### config.mk
export PLATFORM = sky130hd
export DESIGN_NAME = crc_field
export DESIGN_NICKNAME = d
export VERILOG_FILES = /design/src/rtl/crc_field.sv
export SDC_FILE = /design/constraint.sdc
export NUM_CORES = 1
export LEC_CHECK = 0
export ABC_AREA = 1
export CAP_MARGIN = 25
export CORE_ASPECT_RATIO = 0.75
export CORE_MARGIN = 2
export CORE_UTILIZATION = 48
export DETAILED_ROUTE_END_ITERATION = 8
export HOLD_SLACK_MARGIN = 0.02
export MAX_ROUTING_LAYER = met4
export PLACE_DENSITY = 0.85
export SLEW_MARGIN = 10
export SYNTH_ARGS = -nofsm -noshare
export SYNTH_HDL_FRONTEND = slang
export SYNTH_SLANG_ARGS = --single-unit
### constraint.sdc
create_clock -name clock -period 1.3 [get_ports clock]
set_input_delay 0.195 -clock clock [delete_from_list [all_inputs] [get_ports clock]]
set_output_delay 0.195 -clock clock [all_outputs]
set_load 0.1 [all_outputs]
### src/rtl/crc_field.sv
// CAN CRC-15 stage: accumulates over SOF..data bits, then serialises the CRC MSB-first and the recessive delimiter.
// All outputs are registered. Each step waits for an unstuffed sample point. There is no backpressure path.
module crc_field #(
  parameter int                   CRC_WIDTH = 15,
  parameter logic [CRC_WIDTH-1:0] CRC_POLY  = 15'h4599
) (
  input  logic                 clock,
  input  logic                 reset,
  input  logic                 enable,
  input  logic                 sample_point,
  input  logic                 stuff_bit_inserted,
  input  logic                 frame_start,
  input  logic                 frame_bit,
  input  logic                 data_complete,
  output logic                 crc_bit,
  output logic [CRC_WIDTH-1:0] crc_value,
  output logic [3:0]           bit_counter,
  output logic                 crc_complete
);

  typedef enum logic [2:0] {
    IDLE,
    ACCUMULATE,
    LOAD_CRC,
    TRANSMIT_CRC,
    DELIMITER,
    COMPLETE
  } state_t;

  localparam logic [3:0] LAST_BIT  = 4'(CRC_WIDTH - 1);
  localparam logic [3:0] ALL_SENT  = 4'(CRC_WIDTH);

  state_t                 state_q, state_d;
  logic [CRC_WIDTH-1:0]   crc_q, crc_d;
  logic [CRC_WIDTH-1:0]   shift_q, shift_d;
  logic                   crc_bit_q, crc_bit_d;
  logic [3:0]             bit_counter_q, bit_counter_d;
  logic                   crc_complete_q, crc_complete_d;
  logic                   qbit;
  logic                   nxt;
  logic [CRC_WIDTH-1:0]   crc_next;

  assign qbit = sample_point && !stuff_bit_inserted;

  always_comb begin
    nxt      = frame_bit ^ crc_q[CRC_WIDTH-1];
    crc_next = {crc_q[CRC_WIDTH-2:0], 1'b0} ^ (nxt ? CRC_POLY : '0);
  end

  always_comb begin
    state_d        = state_q;
    crc_d          = crc_q;
    shift_d        = shift_q;
    crc_bit_d      = crc_bit_q;
    bit_counter_d  = bit_counter_q;
    crc_complete_d = 1'b0;

    if (!enable) begin
      state_d       = IDLE;
      crc_d         = '0;
      shift_d       = '0;
      crc_bit_d     = 1'b1;
      bit_counter_d = '0;
    end else if (frame_start) begin
      // A new SOF always restarts accumulation, aborting whatever was in flight
      state_d       = ACCUMULATE;
      crc_d         = '0;
      shift_d       = '0;
      crc_bit_d     = 1'b1;
      bit_counter_d = '0;
    end else begin
      case (state_q)
        IDLE: begin
          crc_bit_d     = 1'b1;
          bit_counter_d = '0;
        end
        ACCUMULATE: begin
          if (data_complete) begin
            state_d = LOAD_CRC;
          end else if (qbit) begin
            crc_d = crc_next;
          end
        end
        LOAD_CRC: begin
          shift_d       = crc_q;
          crc_bit_d     = crc_q[CRC_WIDTH-1];
          bit_counter_d = '0;
          state_d       = TRANSMIT_CRC;
        end
        TRANSMIT_CRC: begin
          if (qbit) begin
            shift_d = shift_q << 1;
            if (bit_counter_q == LAST_BIT) begin
              bit_counter_d = ALL_SENT;
              crc_bit_d     = 1'b1;
              state_d       = DELIMITER;
            end else begin
              bit_counter_d = bit_counter_q + 4'd1;
              crc_bit_d     = shift_q[CRC_WIDTH-2];
            end
          end
        end
        DELIMITER: begin
          crc_bit_d = 1'b1;
          if (qbit) begin
            state_d        = COMPLETE;
            crc_complete_d = 1'b1;
          end
        end
        COMPLETE: begin
          crc_bit_d = 1'b1;
          state_d   = IDLE;
        end
        default: state_d = IDLE;
      endcase
    end
  end

  always_ff @(posedge clock or posedge reset) begin
    if (reset) begin
      state_q        <= IDLE;
      crc_q          <= '0;
      shift_q        <= '0;
      crc_bit_q      <= 1'b1;
      bit_counter_q  <= '0;
      crc_complete_q <= 1'b0;
    end else begin
      state_q        <= state_d;
      crc_q          <= crc_d;
      shift_q        <= shift_d;
      crc_bit_q      <= crc_bit_d;
      bit_counter_q  <= bit_counter_d;
      crc_complete_q <= crc_complete_d;
    end
  end

  assign crc_bit      = crc_bit_q;
  assign crc_value    = crc_q;
  assign bit_counter  = bit_counter_q;
  assign crc_complete = crc_complete_q;

endmodule

==> results of run 1 <==
## sequential cells by signal, indices dropped and copies added (netlist names)
| register | count |
|---|---|
| shift_q | 14 |
| crc_complete | 1 |
| state_q | 3 |
| crc_value | 15 |
| crc_bit | 1 |
| bit_counter | 4 |
## final timing paths
path | startpoint | end
worst max-delay path | state_q[2] | shift_q[8]
worst max register to register | state_q[2] | shift_q[8]
worst min-delay path | reset | bit_counter[0]
max in group asynchronous | reset | crc_bit
worst min register to register | crc_bit | crc_bit
min in group clock | crc_bit | crc_bit
## worst max-delay path: stages, from the launching register on
cell and delay, ns:
dfrtp_1 0.43, inv_2 0.12, buf_4 0.13, nand3_4 0.08, buf_6 0.16, o21ai_0 0.28
o21ai_2 0.11
## through the flow
| step | cell area, sq um | util, % | hold slack, ns |
|---|---|---|---|
| floorplan | 2060 | - | 0.382 |
| global placement | 2800 | 69.5 | 0.462 |
| detailed placement | 2800 | 69.5 | 0.474 |
| CTS | 2990 | 74.2 | 0.261 |
| global route | 3180 | 78.9 | 0.289 |
| finish | 3180 | 78.9 | 0.250 |
## kinds of logic (layout without fill, tap and decap cells)
family,after synthesis,in the layout
DFF,38,38
AOI/OAI and AO/OA,57,57
adders and majority gates,2,2
xor gates and xnor gates,4,4
and+or+nand+nor,94,96
buffers and inverters,43,102
## layer usage
metal  part of all wire, %  up-vias  global-route usage, %
met4                   2.1        0                   8.52
met1                    41      988                   32.4
met2                    49      123                   37.5
li1                      -      896                      -
met5                     0        -                      -
met3                   8.0       21                   4.68
## Yosys cell counts
library cell / instances / share of area (%)
o22ai_1: 11 / 3.4
xor2_1: 4 / 1.8
a21oi_1: 5 / 1.3
inv_2: 3 / 0.56
nand2_1: 61 / 11
nand3_1: 9 / 2.3
nor3b_1: 1 / 0.38
buf_4: 1 / 0.38
buf_6: 2 / 1.1
nand2_2: 3 / 0.94
o31ai_1: 1 / 0.38
dfrtp_1: 37 / 46
nand3_4: 1 / 0.88
ha_1: 2 / 1.3
dfstp_2: 1 / 1.3
o21ai_1: 1 / 0.25
nand3_2: 3 / 1.5
nor2_1: 8 / 1.5
clkbuf_2: 1 / 0.25
o21ai_2: 11 / 4.8
nor3_1: 1 / 0.25
buf_2: 2 / 0.50
inv_1: 33 / 6.2
o211ai_1: 1 / 0.38
buf_12: 1 / 1.0
nand2_4: 2 / 1.1
nand4_1: 2 / 0.63
nor2_2: 2 / 0.63
nor2_4: 1 / 0.56
o21ai_0: 27 / 6.8
## layout make-up
cell class / instances / area [sq um] / area share [%]
timing repair buffer: 58 / 774 / 24.4
multi-input combinational: 159 / 1060 / 33.4
inverter: 36 / 145 / 4.57
sequential: 38 / 986 / 31.0
clock buffer: 6 / 82.6 / 2.60
clock inverter: 2 / 60.1 / 1.89
tap: 55 / 68.8 / 2.17
## power by group
| part | total [mW] | leakage [nW] | internal (mW) | switching (mW) |
|---|---|---|---|---|
| registers | 1.22 | 0.489 | 1.20 | 0.0232 |
| logic | 0.453 | 0.848 | 0.171 | 0.282 |
| clock network | 1.28 | 0.0714 | 0.819 | 0.463 |
| total | 2.96 | 1.41 | 2.19 | 0.769 |
## what timing repair did
| item | 4_1_cts | 5_1_grt |
|---|---|---|
| setup buffers | 0 | 2 |
| resized for setup | 18 | 51 |
| endpoints found under the setup margin | 37 | 39 |
| hold endpoints to repair | 0 | 0 |
| pin swaps | 4 | 18 |
| gates cloned | 0 | 2 |
==> out/qor.txt, run 1 <==
Layout cells sized above 1 = 47.8%
Die width = 78.5 microns
Synth Instances = 238
Post-Syn Area per Cell = 8.40 sq um
Setup TNS = -2.53 ns
Slew headroom = 79.1%
First-pass iteration count of the detailed router = 5
Final setup vio count = 37
Layout area overhead = 58.9%
Initial Util = 49.6%
Final worst slack = -0.133 ns
Via density = 5.73
Layout net count = 308
Type of the worst min-delay path = in -> async
WL/cell = 18.0 microns
Vias in the first global route = 1,786
H-tree levels = 2
Leak = 1.41 nW
Gpl congestion = 0.868
Pre-CTS setup slack = -0.346 ns
Global route total overflow = 0
Status = finished, violations left
Sequential fraction of the synthesis area = 47.6%
Simple-Gate Fraction of Synth Area = 22.1%
Max Clock Skew = 0.0109 ns
Core area = 4030 sq um
Hold Buf Count CTS = 0
Cells after DPL = 343
Total track usage = 24.2%
Ports = 29
Total Wirelength = 6360 microns
Flops & latches, synth = 38
Crit start category = flop
Final cycle utilization of the critical path = 110%
Initial DRC Count = 253
Fillers = 209
Syn_nets = 248
Synth warnings = 0
Final Max Slew Viols = 0
Vias = 2,028
Most frequent cells in the layout = nand2_1 (51), inv_1 (27), buf_12 (23)
Die Ht = 59.9 microns
Final Critical Period = 1.43 ns
Max Root-Sink Buffers = 2
Num CTS Buffers = 5
Input/output buffers = 28
Synth Cell Area = 2000 sq um
Peak VDD IR = 0.767 mV
Critical Path AT = 1.61 ns
Worst Path Required = 1.48 ns
Post-synthesis adder-cell area fraction = 1.25%
Final hold violation count = 0
DIE AREA = 4700 sq um
Dpl hpwl = 3610 microns
Slew @ Worst Pin = 0.311 ns
Failing checks = negative setup slack
Pin count of the biggest net entering global routing = 39
Main combinational cell family by area after synthesis = simple AND/OR/NAND/NOR gates
Clk_lat worst skew = 0.30 ns
Standard-cell row count = 20
CTS tree = built
CP endpoint kind = flop
Distinct cells, synth = 30
DRC errors left = 0
Mux share of post-synthesis cell area = 0%
# diodes = 0
Max-cap violation count = 0
Fmax achieved = 0.698 GHz
Root buf cell = clkbuf_8
R2R depth = 6
RSZ-0062 raised after global routing = yes
PwrDens = 931 nW/um^2
XOR/XNOR share of the synthesized area = 1.75%
Clk sinks = 38
Initial antenna violation count = 0
Layout Cells excl Fill = 354
Critical path class = reg -> reg
Worst Path Max Fanout = 14
Clock slew at reported path FFs = 0.08 ns
First-pass GRT wire length = 8360 microns
Antenna Nets Post-Route = 0
Final Total Pwr = 2.96 mW
Complex-gate fraction of the synthesized area = 17.3%
Worst R2R Setup Slack = -0.13 ns
Most common cell after layout, fill and taps aside = nand2_1
(Power assumes the default switching activity.)
==> inputs of run 2 (changes only) <==
- SKIP_CTS_REPAIR_TIMING: default -> 1
==> out/qor.txt, run 2 (synthesized netlist as in run 1, its figures left out) <==
Status = finished, violations left
Failing checks = negative setup slack
Antenna Nets Post-Route = 0 (unchanged)
Max-cap violation count = 0 (unchanged)
Most frequent cells in the layout = nand2_1 (54), inv_1 (28), buf_4 (25)
Sw power = 0.727 mW (-5.5%)
First-pass iteration count of the detailed router = 6 (+1)
Root buf cell = clkbuf_8
Dpl hpwl = 3610 microns (unchanged)
Ports = 29 (unchanged)
Pre-CTS setup slack = -0.346 ns (unchanged)
Peak VDD IR = 0.714 mV (-6.9%)
Clk_lat worst skew = 0.30 ns (about the same)
Global route total overflow = 0 (unchanged)
CTS tree = built
Flip-flop count of the largest register after layout = 15 (unchanged)
Worst Path Required = 1.49 ns (about the same)
Final hold violation count = 0 (unchanged)
Pin count of the biggest net entering global routing = 39 (unchanged)
Standard-cell row count = 20 (unchanged)
Critical path depth = 9 (+3)
Via density = 5.44 (-5.1%)
Total Wirelength = 5740 microns (-9.7%)
Leak = 1.40 nW (-0.80%)
DRC errors left = 0 (unchanged)
First-pass GRT wire length = 8250 microns (-1.4%)
Final Total Pwr = 2.90 mW (-1.8%)
Met2 routed WL = 2820 microns (-9.8%)
Critical path class = reg -> reg
Initial DRC Count = 179 (-29%)
CP Capture Point = state_q[1]
Die width = 78.5 microns (unchanged)
Fin util = 76.4% (-2.5 points)
Core area = 4030 sq um (unchanged)
Max Clock Skew = 0.00767 ns (-0.00323 ns)
R2R Path End = state_q[1]
Layout net count = 308 (unchanged)
Clk sinks = 38 (unchanged)
# diodes = 0 (unchanged)
Worst R2R Setup Slack = -0.10 ns (+0.03 ns)
Critical-path cell list = inv_4 -> ha_4 -> nand3_2 -> nand2_2 -> nand2_2 -> nor2_2 -> nand3_1 -> nand2_1 -> nor2_1
Slowest stage cell on the critical path = dfrtp_4
Clock slew at reported path FFs = 0.08 ns (about the same)
Crit start category = flop
PwrDens = 944 nW/um^2 (+1.4%)
Final cycle utilization of the critical path = 108% (-2.4 points)
Initial antenna violation count = 0 (unchanged)
Cell Int Power = 2.18 mW (-0.51%)
Top delay family on crit path = simple AND/OR/NAND/NOR gates
Final worst slack = -0.102 ns (+0.0312 ns)
Gpl congestion = 0.868 (unchanged)
DIE AREA = 4700 sq um (unchanged)
Crit-path max cell delay = 0.49 ns (+0.06 ns)
Reg2reg start = bit_counter[0]
Worst Path Max Fanout = 3 (-11)
Combinational power share = 14.7% (-0.6 points)
Num CTS Buffers = 5 (unchanged)
Final Critical Period = 1.40 ns (-0.0312 ns)
Initial Util = 49.6% (unchanged)
Hold Worst Slack = 0.247 ns (-0.00241 ns)
Slew headroom = 83.7% (+4.6 points)
Switching part of the total = 25.0% (-0.97 points)
Slew @ Worst Pin = 0.244 ns (-0.0671 ns)
Worst Setup SP = bit_counter[0]
H-tree levels = 2 (unchanged)
Total track usage = 23.9% (-0.34 points)
Setup TNS = -1.14 ns (+1.39 ns)
Critical Path AT = 1.59 ns (-0.02 ns)
Most common cell after layout, fill and taps aside = nand2_1
Sum of buffers and inverters on the critical path = 1 (-2)
RSZ-0062 raised after global routing = yes
Input/output buffers = 28 (unchanged)
M1 wire length = 2370 microns (-8.8%)
Layout cells sized above 1 = 43.8% (-4.0 points)
Final Max Slew Viols = 0 (unchanged)
Clock power frac = 43.3% (about the same)
WL/cell = 16.2 microns (-9.7%)
Die Ht = 59.9 microns (unchanged)
Max Root-Sink Buffers = 2 (unchanged)
Vias = 1,925 (-5.1%)
Cell seen most often among critical-path stages = nand2_2
CP endpoint kind = flop
Type of the worst min-delay path = in -> async
Layout area overhead = 53.9%
Max layer used = met4
WL met3 = 410 microns (-19%)
R2R depth = 9 (+3)
Final setup vio count = 28 (-24%)
Vias in the first global route = 1,776 (-0.56%)
Sequential power share = 42.0% (+0.7 points)
Fmax achieved = 0.713 GHz (+2.2%)
## run 2: cell types whose count changed in the layout (fill, tap and decap cells not counted), moves of 5 or more
cell	change
buf_4	+6
buf_6	-6
o22ai_2	-5
o22ai_1	+5
o21ai_0	+9
o21ai_1	-9
## run 2: stage by stage
step                      instance area, sq um  cells
after detailed placement                  2800    343
after CTS                                 2940    351
final                                     3080    354
after global routing                      3080    354
after floorplan                           2060    238
after global placement                    2800    343
## run 2: worst min-delay path by stage
stage / from / end / slack [ns]
after detailed placement: shift_q[7] / shift_q[7] / 0.47
final: reset / bit_counter[0] / 0.25
after CTS: reset / bit_counter[3] / 0.26
after floorplan: enable / crc_complete / 0.38
after global placement: shift_q[6] / shift_q[6] / 0.46
after global routing: reset / bit_counter[1] / 0.28
## run 2: tightest hold or removal path: cells and delay by family
family   cells  cell delay [ns]
buf+inv      3             0.73
## run 2: per-layer routing
layer / up-vias / GRT usage [%]
met5: - / -
met1: 926 / 31.9
li1: 891 / -
met3: 16 / 4.68
met2: 92 / 36.9
met4: 0 / 8.52
## run 2: area by class of cell
| class | instances | area [sq um] |
|---|---|---|
| clock buffers | 6 | 82.6 |
| flip-flops and latches | 38 | 986 |
| clock inverters | 2 | 60.1 |
| repair buffers | 58 | 752 |
| fillers | 229 | 952 |
| well taps | 55 | 68.8 |
| multi-input cells | 159 | 982 |
| inverters | 36 | 145 |
## run 2: power by group through the flow
| stage | registers [mW] | clock network (mW) | logic (mW) |
|---|---|---|---|
| floorplan | 1.29 | 0 | 0.182 |
| global placement | 1.24 | 0 | 0.355 |
| detailed placement | 1.24 | 0 | 0.365 |
| CTS | 1.22 | 1.26 | 0.368 |
| global route | 1.22 | 1.32 | 0.459 |
| finish | 1.22 | 1.26 | 0.426 |
==> inputs of run 3 (changes only) <==
==> constraint.sdc (replaced) <==
create_clock -name clock -period 1.3 [get_ports clock]
set_input_delay 0.13 -clock clock [delete_from_list [all_inputs] [get_ports clock]]
set_output_delay 0.13 -clock clock [all_outputs]
set_load 0.1 [all_outputs]
==> out/qor.txt, run 3 (synthesized netlist as in run 1, its figures left out) <==
Most frequent cells in the layout = nand2_1 (55), inv_1 (29), buf_4 (27)
Peak VDD IR = 0.737 mV (+3.2%)
Cell Int Power = 1.80 mW (-18%)
Critical Path AT = 1.67 ns (+0.08 ns)
Status = finished, violations left
Max-cap violation count = 0 (unchanged)
Final Max Slew Viols = 0 (unchanged)
CTS tree = built
Slowest stage cell on the critical path = dfrtp_1
Die Ht = 59.9 microns (unchanged)
Layout area overhead = 52.7%
Final Total Pwr = 2.52 mW (-13%)
Total track usage = 25.5% (+1.7 points)
First-pass GRT wire length = 8770 microns (+6.4%)
PwrDens = 824 nW/um^2 (-13%)
Critical path class = reg -> reg
Fillers = 221 (-3.5%)
DIE AREA = 4700 sq um (unchanged)
# diodes = 0 (unchanged)
WL/cell = 17.3 microns (+6.8%)
First-pass iteration count of the detailed router = 6 (unchanged)
Leak = 1.39 nW (-0.52%)
Slew headroom = 77.1% (-6.6 points)
Input/output buffers = 28 (unchanged)
Layout cells sized above 1 = 43.0% (-0.77 points)
Gpl congestion = 0.888 (+2.3%)
Type of the worst min-delay path = in -> async
Total Wirelength = 6180 microns (+7.7%)
R2R depth = 8 (-1)
Global route total overflow = 0 (unchanged)
Final worst slack = -0.132 ns (-0.0304 ns)
Standard-cell row count = 20 (unchanged)
Ports = 29 (unchanged)
Num CTS Buffers = 5 (unchanged)
Clk_lat worst skew = 0.30 ns (about the same)
Crit start category = flop
Clk sinks = 38 (unchanged)
Max Root-Sink Buffers = 2 (unchanged)
Final Critical Period = 1.43 ns (+0.0304 ns)
Die width = 78.5 microns (unchanged)
Fin util = 75.8% (-0.59 points)
Worst Path Required = 1.54 ns (+0.05 ns)
Switching part of the total = 28.7% (+3.6 points)
Fmax achieved = 0.698 GHz (-2.1%)
Sw power = 0.721 mW (-0.77%)
Flip-flop count of the largest register after layout = 15 (unchanged)
Dpl hpwl = 3660 microns (+1.4%)
Final setup vio count = 36 (+29%)
Vias = 1,963 (+2.0%)
Initial DRC Count = 139 (-22%)
Sequential power share = 48.4% (+6.4 points)
Crit-path max cell delay = 0.41 ns (-0.08 ns)
Pin count of the biggest net entering global routing = 33 (-15%)
Clock power frac = 34.0% (-9.3 points)
Final hold violation count = 0 (unchanged)
Combinational power share = 17.6% (+2.9 points)
CP endpoint kind = flop
DRC errors left = 0 (unchanged)
Most common cell after layout, fill and taps aside = nand2_1
Critical-path cell list = inv_2 -> buf_4 -> nand3_2 -> buf_4 -> nand2_1 -> o21ai_2 -> inv_1 -> o21ai_2
Final cycle utilization of the critical path = 110% (+2.3 points)
Antenna Nets Post-Route = 0 (unchanged)
Via density = 5.50 (+1.1%)
Failing checks = negative setup slack
Max Clock Skew = 0.00717 ns (-0.000497 ns)
Initial antenna violation count = 0 (unchanged)
H-tree levels = 2 (unchanged)
Initial Util = 49.6% (unchanged)
Layout net count = 311 (+0.97%)
Clock slew at reported path FFs = 0.08 ns (about the same)
Slew @ Worst Pin = 0.344 ns (+0.100 ns)
Worst Path Max Fanout = 11 (+8)
Root buf cell = clkbuf_8
Core area = 4030 sq um (unchanged)
RSZ-0062 raised after global routing = yes
Vias in the first global route = 1,787 (+0.62%)
==> run 3: cell types whose count changed in the layout (fill, tap and decap cells not counted), moves of 2 or more <==
cell	change
o21ai_1	+4
o21ai_0	-3
buf_4	+2
bufinv_16	-2
==> run 3: critical path, delay by kind of cell (launching register included) <==
kind / cells / cell delay (ns)
simple gates: 2 / 0.23
compound gates: 2 / 0.24
flops: 1 / 0.41
buf+inv: 4 / 0.50
==> run 3: stage by stage <==
step	cell area [sq um]	TNS (ns)	hold slack, ns	instances	setup WS [ns]
after floorplan	2060	-0.371	0.317	238	-0.171
after global placement	2790	-5.36	0.402	341	-0.185
after detailed placement	2790	-7.12	0.417	341	-0.247
after CTS	2880	-2.74	0.0971	349	-0.229
after global routing	3050	-4.23	0.107	357	-0.207
final	3050	-2.20	0.0827	357	-0.132
==> run 3: worst paths after layout <==
kind,from,end,slack (ns)
setup / recovery,state_q[2],shift_q[1],-0.13
hold / removal,reset,bit_counter[0],0.08
setup reg to reg,state_q[2],shift_q[1],-0.13
hold reg to reg,shift_q[5],shift_q[5],0.49
max in group asynchronous,reset,crc_value[6],0.72
min in group clock,shift_q[5],shift_q[5],0.49
==> run 3: cell type report <==
cell class                 instances  area (sq um)  area share, %
sequential                        38           985           32.3
clock inverter                     1          5.00          0.164
clock buffer                       7          86.3           2.83
multi-input combinational        160           998           32.7
tap                               55          68.8           2.25
timing repair buffer              60           767           25.1
inverter                          36           143           4.67
==> run 3: power groups by stage <==
stage               registers (mW)  clock network, mW  logic, mW
floorplan                     1.29                  0      0.182
global placement              1.24                  0      0.351
detailed placement            1.24                  0      0.363
CTS                           1.22              0.852      0.367
global route                  1.22              0.906      0.475
finish                        1.22              0.856      0.444
==> run 3: metal layers <==
layer	part of all wire (%)	up-vias	wire length (microns)	GRT usage [%]
met5	0	-	0	-
met2	50	120	3060	41.1
met3	7.4	18	457	4.68
li1	-	896	-	-
met1	41	929	2520	32.8
met4	2.2	0	138	9.27
